--- config.mk ---
export PLATFORM = sky130hd
export DESIGN_NAME = fan_tach_capture
export DESIGN_NICKNAME = d
export VERILOG_FILES = /design/src/rtl/fan_tach_capture.sv
export SDC_FILE = /design/constraint.sdc
export NUM_CORES = 1
export LEC_CHECK = 0
export BUFFER_PORTS_ARGS = -buffer_cell sky130_fd_sc_hd__buf_2
export CAP_MARGIN = 5
export CORE_MARGIN = 5
export CORE_UTILIZATION = 40
export CTS_CLUSTER_SIZE = 10
export DETAILED_ROUTE_END_ITERATION = 16
export GPL_TIMING_DRIVEN = 0
export HOLD_SLACK_MARGIN = 0.06
export SLEW_MARGIN = 30
export SYNTH_ARGS = -nofsm -noshare
export SYNTH_HDL_FRONTEND = slang
export SYNTH_SLANG_ARGS = --single-unit
--- constraint.sdc ---
create_clock -name clk -period 2.1 [get_ports clk]
set_input_delay 0 -clock clk [delete_from_list [all_inputs] [get_ports clk]]
set_output_delay 0 -clock clk [all_outputs]
set_load 0.01 [all_outputs]
--- src/rtl/fan_tach_capture.sv ---
// Fan tachometer period capture: synchronize and debounce tach_in, then
// count prescaled ticks between accepted falling edges, flagging a stall.
module fan_tach_capture #(
  parameter int unsigned PRESCALE = 100,
  parameter int unsigned DEBOUNCE = 3,
  parameter int unsigned PERIOD_W = 12
) (
  input  logic                clk,
  input  logic                rst_n,
  input  logic                ena,
  input  logic                tach_in,
  output logic [PERIOD_W-1:0] period,
  output logic                period_valid,
  output logic                stall
);

  localparam int unsigned PRE_W = $clog2(PRESCALE);
  localparam logic [PERIOD_W-1:0] CNT_MAX = '1;

  typedef enum logic {IDLE, MEAS} state_t;

  logic                r_sync1;
  logic                r_sync2;
  logic                r_filt;
  logic                r_filt_d;
  logic                r_evt;
  logic [3:0]          r_dcnt;
  logic [PRE_W-1:0]    r_pre;
  logic [PERIOD_W-1:0] r_cnt;
  logic [PERIOD_W-1:0] r_period;
  logic                r_valid;
  logic                r_stall;
  state_t              r_state;
  state_t              w_state_nxt;

  logic                w_tick;
  logic                w_fall;
  logic                w_capture;
  logic                w_stall_set;
  logic                w_clear;
  logic                w_cnt_sat;
  logic [PERIOD_W-1:0] w_cap_val;

  // Synchronizer keeps sampling even while frozen.
  always_ff @(posedge clk or negedge rst_n) begin
    if (!rst_n) begin
      r_sync1 <= 1'b1;
      r_sync2 <= 1'b1;
    end else begin
      r_sync1 <= tach_in;
      r_sync2 <= r_sync1;
    end
  end

  always_ff @(posedge clk or negedge rst_n) begin
    if (!rst_n) begin
      r_filt   <= 1'b1;
      r_filt_d <= 1'b1;
      r_dcnt   <= '0;
      r_evt    <= 1'b0;
    end else if (ena) begin
      r_filt_d <= r_filt;
      r_evt    <= w_fall;
      if (r_sync2 != r_filt) begin
        if (r_dcnt == 4'(DEBOUNCE - 1)) begin
          r_filt <= r_sync2;
          r_dcnt <= '0;
        end else begin
          r_dcnt <= r_dcnt + 4'd1;
        end
      end else begin
        r_dcnt <= '0;
      end
    end
  end

  assign w_fall    = r_filt_d & ~r_filt;
  assign w_tick    = ena && (r_pre == PRE_W'(PRESCALE - 1));
  assign w_cnt_sat = (r_cnt == CNT_MAX);
  // A tick landing in the capture cycle is folded into the captured value.
  assign w_cap_val = (w_tick && !w_cnt_sat) ? r_cnt + 1'b1 : r_cnt;

  always_ff @(posedge clk or negedge rst_n) begin
    if (!rst_n) begin
      r_pre <= '0;
      r_cnt <= '0;
    end else if (ena) begin
      if (w_clear) begin
        r_pre <= '0;
        r_cnt <= '0;
      end else begin
        r_pre <= w_tick ? '0 : r_pre + 1'b1;
        if (w_tick && !w_cnt_sat) begin
          r_cnt <= r_cnt + 1'b1;
        end
      end
    end
  end

  always_ff @(posedge clk or negedge rst_n) begin
    if (!rst_n) begin
      r_state <= IDLE;
    end else begin
      r_state <= w_state_nxt;
    end
  end

  always_comb begin
    w_state_nxt = r_state;
    w_capture   = 1'b0;
    w_stall_set = 1'b0;
    w_clear     = 1'b0;
    if (ena) begin
      case (r_state)
        IDLE: begin
          if (r_evt) begin
            w_clear     = 1'b1;
            w_state_nxt = MEAS;
          end
        end
        MEAS: begin
          if (r_evt) begin
            w_capture = 1'b1;
            w_clear   = 1'b1;
          end else if (w_cnt_sat) begin
            w_stall_set = 1'b1;
            w_state_nxt = IDLE;
          end
        end
        default: w_state_nxt = IDLE;
      endcase
    end
  end

  always_ff @(posedge clk or negedge rst_n) begin
    if (!rst_n) begin
      r_period <= '0;
      r_valid  <= 1'b0;
      r_stall  <= 1'b0;
    end else begin
      r_valid <= w_capture;
      if (w_capture) begin
        r_period <= w_cap_val;
        r_stall  <= 1'b0;
      end else if (w_stall_set) begin
        r_period <= CNT_MAX;
        r_stall  <= 1'b1;
      end
    end
  end

  assign period       = r_period;
  assign period_valid = r_valid;
  assign stall        = r_stall;

endmodule
==> impl_metrics.ini, run 1 <==
[clock_network]
path_clk_slew_ns = 0.09
post_cts_buffers = 0
htreeDepth = 2
clk_latency_ns = 0.30
cts.sinks = 43
cts_root_buffer = clkbuf_8
cts_tree = yes
numCtsBuffers = 5
clockBufferDepth = 2

[power]
power_density_nw_per_um2 = 1114
power_mw = 2.980
p_seq_share_pct = 44.6
ir_drop_mv = 0.5533
switching_share_pct = 35.28
p_leak_nw = 1.163
p_switching_mw = 1.051
clkPwrFrac_pct = 21.5
combinationalPowerShare_pct = 33.9
internal-power_mw = 1.929

[die]
die_area_sq_um = 7525
design.core.area_sq_um = 5816
die-width_microns = 86.75
row_count = 28
start_util_pct = 40.51
die_h_microns = 86.75
io_pins = 18

[critical_path]
cp-end-kind = flop
worstSetupPathType = reg -> reg
required_ns = 2.28
cp_slowest_cell = dfrtp_1
r2r_end = period[3]
reg2reg_depth = 6
crit_arrival_ns = 2.16
r2r_slack_ns = 0.12
slowest_delay_ns = 0.43
critPathTopFamily = simple AND/OR/NAND/NOR gates
critPathLaunchType = flop
critPathBufInv = 1
cp.depth = 6
endpoint = period[3]
cp_max_fo = 10
critPathLaunch = r_cnt[0]
r2r-start = r_cnt[0]
path_cells = ha_1 > and4_1 > nand3_1 > clkbuf_4 > a21oi_1 > o32a_1

[place]
dp_hpwl_microns = 3884
place_congestion = 0.8450
portBuffers = 17
post_dp_cell_area_sq_um = 2537

[finish]
final_nets = 264
final_common_cell = dfrtp_1
nFillCells = 579
final_cell_mix = dfrtp_1, buf_2, nand2_1
syn2layout_area_growth_pct = 13.49
fin_area_sq_um = 2674
diodes = 0
drive_gt1_share_pct = 18.75

[routing]
dr.pass1.iters = 4
num_vias = 1994
via_per_inst = 6.024
wire_per_inst_microns = 17.24
drtIter0Drc = 139
antenna_left = 0
postRouteWirelength_microns = 5705
drc = 0

[global_route]
grt_use_total_pct = 16.76
antenna_found_initial = 0
globalRouteOverflowTotal = 0
grt_start_max_net_pins = 44
grt_pass1_wl_microns = 9963
grt_pass1_vias = 2007

[min_path]
worst_hold_path_type = in -> async

[timing]
slew_violations = 0
fmax_ghz = 0.5051
finalSetupViolations = 0
fin_tns_setup_ns = 0
maxSlewHeadroom_pct = 62.54
finalHoldViolations = 0
period_minus_slack_ns = 1.980
worstMarginPinSlew_ns = 0.5619
period_share_pct = 94.28
clock_skew_ns = 0.01362

[synth]
synth_edf_count = 0
ys_seq_area_share_pct = 45.88
synth.top_cell.area_share_pct = 41.42
synth_cell_type_count = 59
yosysTopAreaCell = dfrtp_1
yosysWarnings = 0
syn_nets = 238
ys.flop_type = dfrtp_1
synthTopCellsByArea = dfrtp_1, dfstp_2, and4_1
netlist_instances = 230
ys_ff_latch = 43
avgSynthCellArea_sq_um = 10.24
async_flop_share_pct = 100.0
synth_area_sq_um = 2356

[flow_run]
max_cap_violations = 0

[run_status]
outcome = completed
registers in the layout, summed over array words and instances (netlist names), 4 cells and up:
name and flops:
period 12, r_cnt 12, r_dcnt 4, r_pre 7
layer usage:
metal | global-route usage (%) | wire [microns] | vias up | part of all wire (%)
met5 | 0 | 0 | - | 0
met4 | 4.816 | 69 | 0 | 1.2
met3 | 2.852 | 244 | 6 | 4.3
met2 | 27.47 | 2664 | 41 | 47
met1 | 22.77 | 2727 | 983 | 48
li1 | - | - | 964 | -
power groups by stage:
stage,Combinational (mW),Clock (mW),Sequential [mW]
floorplan,0.648,0,1.36
global placement,0.998,0,1.34
detailed placement,1.01,0,1.35
CTS,1.02,0.647,1.33
global route,1.14,0.677,1.37
finish,1.01,0.640,1.33
cell families after synthesis:
group | Yosys count | share of synthesized area, %
and+or+nand+nor | 85 | 21.46
AOI/OAI and AO/OA | 69 | 23.21
xor gates and xnor gates | 1 | 0.3718
muxes | 7 | 3.239
DFF | 43 | 45.88
adders and majority gates | 4 | 2.124
buffers and inverters | 21 | 3.717
cell type report:
class	count	area, sq um	share of cell area, %
timing repair buffer	19	107.6	4.024
multi-input combinational	166	1199	44.83
inverter	10	37.54	1.404
clock inverter	1	30.03	1.123
buffer	11	52.55	1.965
sequential	43	1081	40.43
clock buffer	6	72.57	2.714
tap	75	93.84	3.510
stage by stage:
step           utilization, %  hold slack, ns  worst slack (ns)  std cells
6_report                45.98          0.2128            0.1200        331
5_1_grt                 45.98          0.2785          -0.01626        331
4_1_cts                 45.74          0.2345           0.09604        331
3_5_place_dp            43.63         0.03126            0.1207        322
3_3_place_gp            43.59          0.1055            0.1149        322
2_1_floorplan               -         -0.2956            0.3957        230
worst reg2reg max path: stages (launching register included):
cell and delay (ns):
dfrtp_1 0.43, ha_1 0.29, and4_1 0.29, nand3_1 0.19, clkbuf_4 0.26, a21oi_1 0.08
o32a_1 0.32
worst min path at each step:
stage | endpoint | slack, ns | cells past startpoint
global placement | r_sync1 | 0.11 | 1
detailed placement | r_dcnt[1] | 0.03 | 1
CTS | stall | 0.23 | 3
floorplan | period[0] | -0.30 | 0
finish | r_dcnt[3] | 0.21 | 2
global route | stall | 0.28 | 3
what timing repair did:
action | 4_1_cts | 5_1_grt
hold endpoints to repair | 40 | 0
resized for setup | 0 | 3
hold buffers | 2 | 0
setup endpoints to repair | 0 | 11
Yosys cell counts, drive strengths merged, types with 6 or more instances:
cell type,number
nand3,12
dfrtp,39
nor3,8
and4,7
nor2,12
nand2,13
o21ai,9
and3,6
inv,9
nand4,7
a31oi,6
buf,8
Note: power is estimated with default switching activity, not from simulation.
==> inputs of run 2 (changes only) <==
Settings changed: CORE_UTILIZATION 40 to 55, PLACE_DENSITY set to 0.74.
==> run 2 against run 1 <==
  * Critical path depth unchanged
  * Final cell count decreased by 7.6%
  * First-iteration DRC count increased by 63%
  * Worst setup slack improved by 0.022 ns
  * Sequential share of layout area increased by 0.79 points
  * Clock skew decreased by 0.0038 ns
  * Largest cell class unchanged
  * Die area decreased by 24%
  * Non-clock buffer count unchanged
  * Highest routed layer unchanged
  * Combinational power about the same
  * Wire length decreased by 6.2%
==> impl_metrics.ini, run 2 (same netlist as run 1, synthesis figures left out) <==
[run_status]
outcome = completed

[global_route]
grt.busiest_layer = met1
grt_pass1_wl_microns = 9266
grtUsageMet1_pct = 33.67
grt_use_total_pct = 21.49
grt.met3_usage_pct = 3.166
globalRouteOverflowTotal = 0
grt_pass1_vias = 1843
antenna_found_initial = 0
grt_start_max_net_pins = 44
grt.met2_usage_pct = 30.78

[clock_network]
path_clk_slew_ns = 0.08
clockBufferDepth = 2
cts.sinks = 43
numCtsBuffers = 5
cts_tree = yes
clk_latency_ns = 0.29
cts_root_buffer = clkbuf_8
htreeDepth = 2

[timing]
rsz0062_at_grt = yes
period_minus_slack_ns = 1.958
slew_violations = 0
finalHoldViolations = 0
clock_skew_ns = 0.009802
fmax_ghz = 0.5108
maxSlewHeadroom_pct = 64.96
worstMarginPinSlew_ns = 0.5255
fin_tns_setup_ns = 0
finalSetupViolations = 0
period_share_pct = 93.23

[critical_path]
path_cells = ha_1 > and4_2 > nand3_1 > clkbuf_4 > a21oi_1 > o32a_1
cp_slowest_cell = dfrtp_1
worstSetupPathType = reg -> reg
critPathLaunchType = flop
critPathLaunch = r_cnt[0]
cp_max_fo = 10
crit_arrival_ns = 2.14
r2r_end = period[3]
endpoint = period[3]
reg2reg_depth = 6
r2r-start = r_cnt[0]
slowest_delay_ns = 0.42
r2r_slack_ns = 0.14
cp-end-kind = flop
required_ns = 2.28

[routing]
num_vias = 1978
drtIter0Drc = 226
antenna_left = 0
via_per_inst = 6.464
postRouteWirelength_microns = 5353
dr.pass1.iters = 4
wire_per_inst_microns = 17.49
drc = 0

[place]
place_congestion = 0.8558
dp_hpwl_microns = 3726
portBuffers = 17

[die]
io_pins = 18
design.core.area_sq_um = 4086
row_count = 23
die_h_microns = 75.45
start_util_pct = 57.65
die-width_microns = 75.45
die_area_sq_um = 5693

[power]
p_leak_nw = 1.142
power_density_nw_per_um2 = 1091
power_mw = 2.862
ir_drop_mv = 0.6425

[finish]
drive_gt1_share_pct = 19.53
nFillCells = 334
final_common_cell = dfrtp_1
syn2layout_area_growth_pct = 11.31
diodes = 0
final_nets = 264
final_cell_mix = dfrtp_1, buf_2, nand2_1

[min_path]
worst_hold_path_type = in -> async

[flow_run]
max_cap_violations = 0
-- run 2: cell count changes in the layout (fill, tap and decap cells not counted), sizes merged --
cell	delta
bufinv	-1
clkinv	+1
-- run 2: routing by layer --
layer | share of wire [%] | routed length, microns
met5 | 0 | 0
met4 | 1.2 | 65
met3 | 4.3 | 229
met2 | 44 | 2373
met1 | 50 | 2684
-- run 2: worst min path at each step --
stage,from,to,depth (start not counted)
4_1_cts,ena,stall,3
3_3_place_gp,tach_in,r_sync1,1
5_1_grt,ena,stall,3
6_report,rst_n,r_pre[2],2
3_5_place_dp,tach_in,r_sync1,1
2_1_floorplan,rst_n,period[0],0
-- run 2: where the power goes --
| part | internal, mW | total [mW] | leakage [nW] | switching [mW] |
|---|---|---|---|---|
| logic | 0.475 | 1.01 | 0.577 | 0.533 |
| clock network | 0.258 | 0.531 | 0.0470 | 0.273 |
| registers | 1.11 | 1.32 | 0.518 | 0.217 |
| total | 1.84 | 2.86 | 1.14 | 1.02 |
-- run 2: timing repair --
item,4_1_cts,5_1_grt
setup buffers,0,0
endpoints found under the hold margin,40,0
hold buffers,2,0
resized for setup,0,3
setup endpoints to repair,0,11
-- run 2: critical path: cells and delay by family (launching register included) --
family	cells	cell delay, ns
AO/OA/AOI/OAI	2	0.40
adder cells (fa/ha/maj)	1	0.29
buffers and inverters	1	0.25
flip-flops	1	0.42
AND/OR/NAND/NOR	2	0.48
-- run 2: through the flow --
stage | setup WS (ns) | utilization, % | instance area, sq um | hold WS [ns] | std cells
2_1_floorplan | 0.3957 | - | 2356 | -0.2956 | 230
3_3_place_gp | 0.1292 | 61.27 | 2504 | 0.1052 | 297
3_5_place_dp | 0.1300 | 61.27 | 2504 | 0.1066 | 297
4_1_cts | 0.1119 | 63.90 | 2611 | 0.2194 | 306
5_1_grt | -0.01391 | 64.18 | 2623 | 0.2400 | 306
6_report | 0.1421 | 64.18 | 2623 | 0.2191 | 306
-- run 2: layout make-up --
cell class | instances | area (sq um) | share of cell area, %
Buffer | 11 | 52.55 | 2.004
Clock buffer | 6 | 82.58 | 3.149
Clock inverter | 1 | 5.005 | 0.1908
Inverter | 10 | 37.54 | 1.431
Multi-Input combinational cell | 166 | 1194 | 45.52
Sequential cell | 43 | 1081 | 41.22
Tap cell | 50 | 62.56 | 2.385
Timing Repair Buffer | 19 | 107.6 | 4.103
==> inputs of run 3 (changes only) <==
Settings changed: BUFFER_PORTS_ARGS -buffer_cell sky130_fd_sc_hd__buf_2 to not set, DONT_BUFFER_PORTS set to 1, PLACE_DENSITY 0.74 to 0.67.
==> run 3 against run 2 <==
  * Utilization decreased by 1.2 points
  * Wire length increased by 8.7%
  * Clock power increased by 9.0%
  * Global-route usage increased by 0.44 points
  * Sequential power increased by 8%
  * Non-clock buffer count decreased by 16
  * Hold slack got worse by 0.13 ns
  * Die area unchanged
  * Final cell count decreased by 4.9%
  * Sequential share of layout area increased by 0.80 points
  * Via count increased by 2.7%
  * Largest power group unchanged
==> impl_metrics.ini, run 3 (same netlist as run 1, synthesis figures left out) <==
[global_route]
globalRouteOverflowTotal = 0
grt_pass1_wl_microns = 9425
grt_pass1_vias = 1880
grt_use_total_pct = 21.93
grt_start_max_net_pins = 44
antenna_found_initial = 0

[die]
start_util_pct = 57.65
row_count = 23
io_pins = 18
die_area_sq_um = 5693
die_h_microns = 75.45
die-width_microns = 75.45
design.core.area_sq_um = 4086

[timing]
finalSetupViolations = 0
maxSlewHeadroom_pct = 62.89
period_share_pct = 93.07
layout_setup_ws_ns = 0.1455
clock_skew_ns = 0.01341
rsz0062_at_grt = no
worstMarginPinSlew_ns = 0.5567
fmax_ghz = 0.5116
fin_tns_setup_ns = 0
period_minus_slack_ns = 1.954
finalHoldViolations = 0
slew_violations = 0

[power]
switching_share_pct = 36.57
internal-power_mw = 1.810
ir_drop_mv = 0.6919
power_density_nw_per_um2 = 1109
p_switching_mw = 1.044
combinationalPowerShare_pct = 30.0
p_leak_nw = 1.087
p_seq_share_pct = 49.7
clkPwrFrac_pct = 20.3
power_mw = 2.854

[clock_network]
numCtsBuffers = 5
cts_root_buffer = clkbuf_8
clk_latency_ns = 0.30
post_cts_buffers = 0
htreeDepth = 2
cts.sinks = 43
path_clk_slew_ns = 0.09
clockBufferDepth = 2
cts_tree = yes

[finish]
final_common_cell = dfrtp_1
syn2layout_area_growth_pct = 9.188
instances_no_fill = 291
fin_util_pct = 62.95
drive_gt1_share_pct = 14.94
final_cell_mix = dfrtp_1, nand2_1, nand3_1
final_nets = 248
nFillCells = 333
diodes = 0

[routing]
drc = 0
met1_length_microns = 2620
via_per_inst = 6.983
drtIter0Drc = 207
antenna_left = 0
wl_met2_microns = 2636
dr.pass1.iters = 4
wire_per_inst_microns = 20.00
dr_wl_met3_microns = 517
postRouteWirelength_microns = 5820
highest_layer = met4
num_vias = 2032

[place]
portBuffers = 0
place_inst = 280
dp_slack_ns = 0.09804
place_congestion = 0.9047
dp_hpwl_microns = 4022

[critical_path]
critPathBufInv = 1
worstSetupPathType = reg -> reg
slowest_delay_ns = 0.38
cp_max_fo = 10
cp_slowest_cell = dfrtp_1
path_cells = ha_1 > and4bb_2 > nand2_2 > buf_2 > o21ai_0 > o221ai_1
cp-end-kind = flop
required_ns = 2.26
crit_arrival_ns = 2.11
critPathTopFamily = compound AO/OA/AOI/OAI gates
critPathLaunchType = flop

[flow_run]
max_cap_violations = 0

[min_path]
worst_hold_path_type = in -> reg

[run_status]
outcome = completed
run 3: metrics by stage:
step | cell area [sq um] | hold slack (ns)
CTS | 2559 | 0.06900
global route | 2572 | 0.08588
detailed placement | 2419 | -0.2944
floorplan | 2356 | -0.2956
finish | 2572 | 0.09260
global placement | 2419 | -0.2945
run 3: layer usage:
metal,global-route usage [%],vias up
li1,-,923
met1,29.87,1008
met2,34.71,96
met3,6.596,5
met4,4.854,0
met5,0,-
run 3: power groups by stage:
stage | clock [mW] | combinational, mW | sequential, mW
6_report | 0.579 | 0.856 | 1.42
5_1_grt | 0.631 | 0.941 | 1.46
4_1_cts | 0.584 | 0.845 | 1.41
3_5_place_dp | 0 | 0.816 | 1.43
3_3_place_gp | 0 | 0.776 | 1.41
2_1_floorplan | 0 | 0.648 | 1.36
run 3: what timing repair did:
action / in CTS / in global routing
gates resized for setup: 0 / 5
endpoints found under the setup margin: 0 / 11
hold buffers: 3 / 0
hold endpoints to repair: 44 / 0
run 3: layout make-up:
type / instances / area [sq um] / area share [%]
plain buffers: 11 / 52.55 / 2.043
clock buffers: 8 / 100.1 / 3.891
inverters: 10 / 37.54 / 1.459
multi-input cells: 166 / 1199 / 46.60
flip-flops and latches: 43 / 1081 / 42.02
well taps: 50 / 62.56 / 2.432
repair buffers: 3 / 40.04 / 1.556
run 3: worst reg2reg max path, cell delays in order (launching register included):
cell	delay [ns]
dfrtp_1	0.38
ha_1	0.24
and4bb_2	0.33
nand2_2	0.14
buf_2	0.23
o21ai_0	0.32
o221ai_1	0.17
run 3: final timing paths:
check,cells after the start,startpoint,slack (ns),endpoint
max,6,r_pre[0],0.15,r_cnt[1]
min,2,ena,0.09,stall
max reg2reg,6,r_pre[0],0.15,r_cnt[1]
min reg2reg,0,r_sync1,0.36,r_sync2
max in group asynchronous,2,rst_n,1.67,r_sync2
min in group asynchronous,2,rst_n,0.15,r_pre[3]
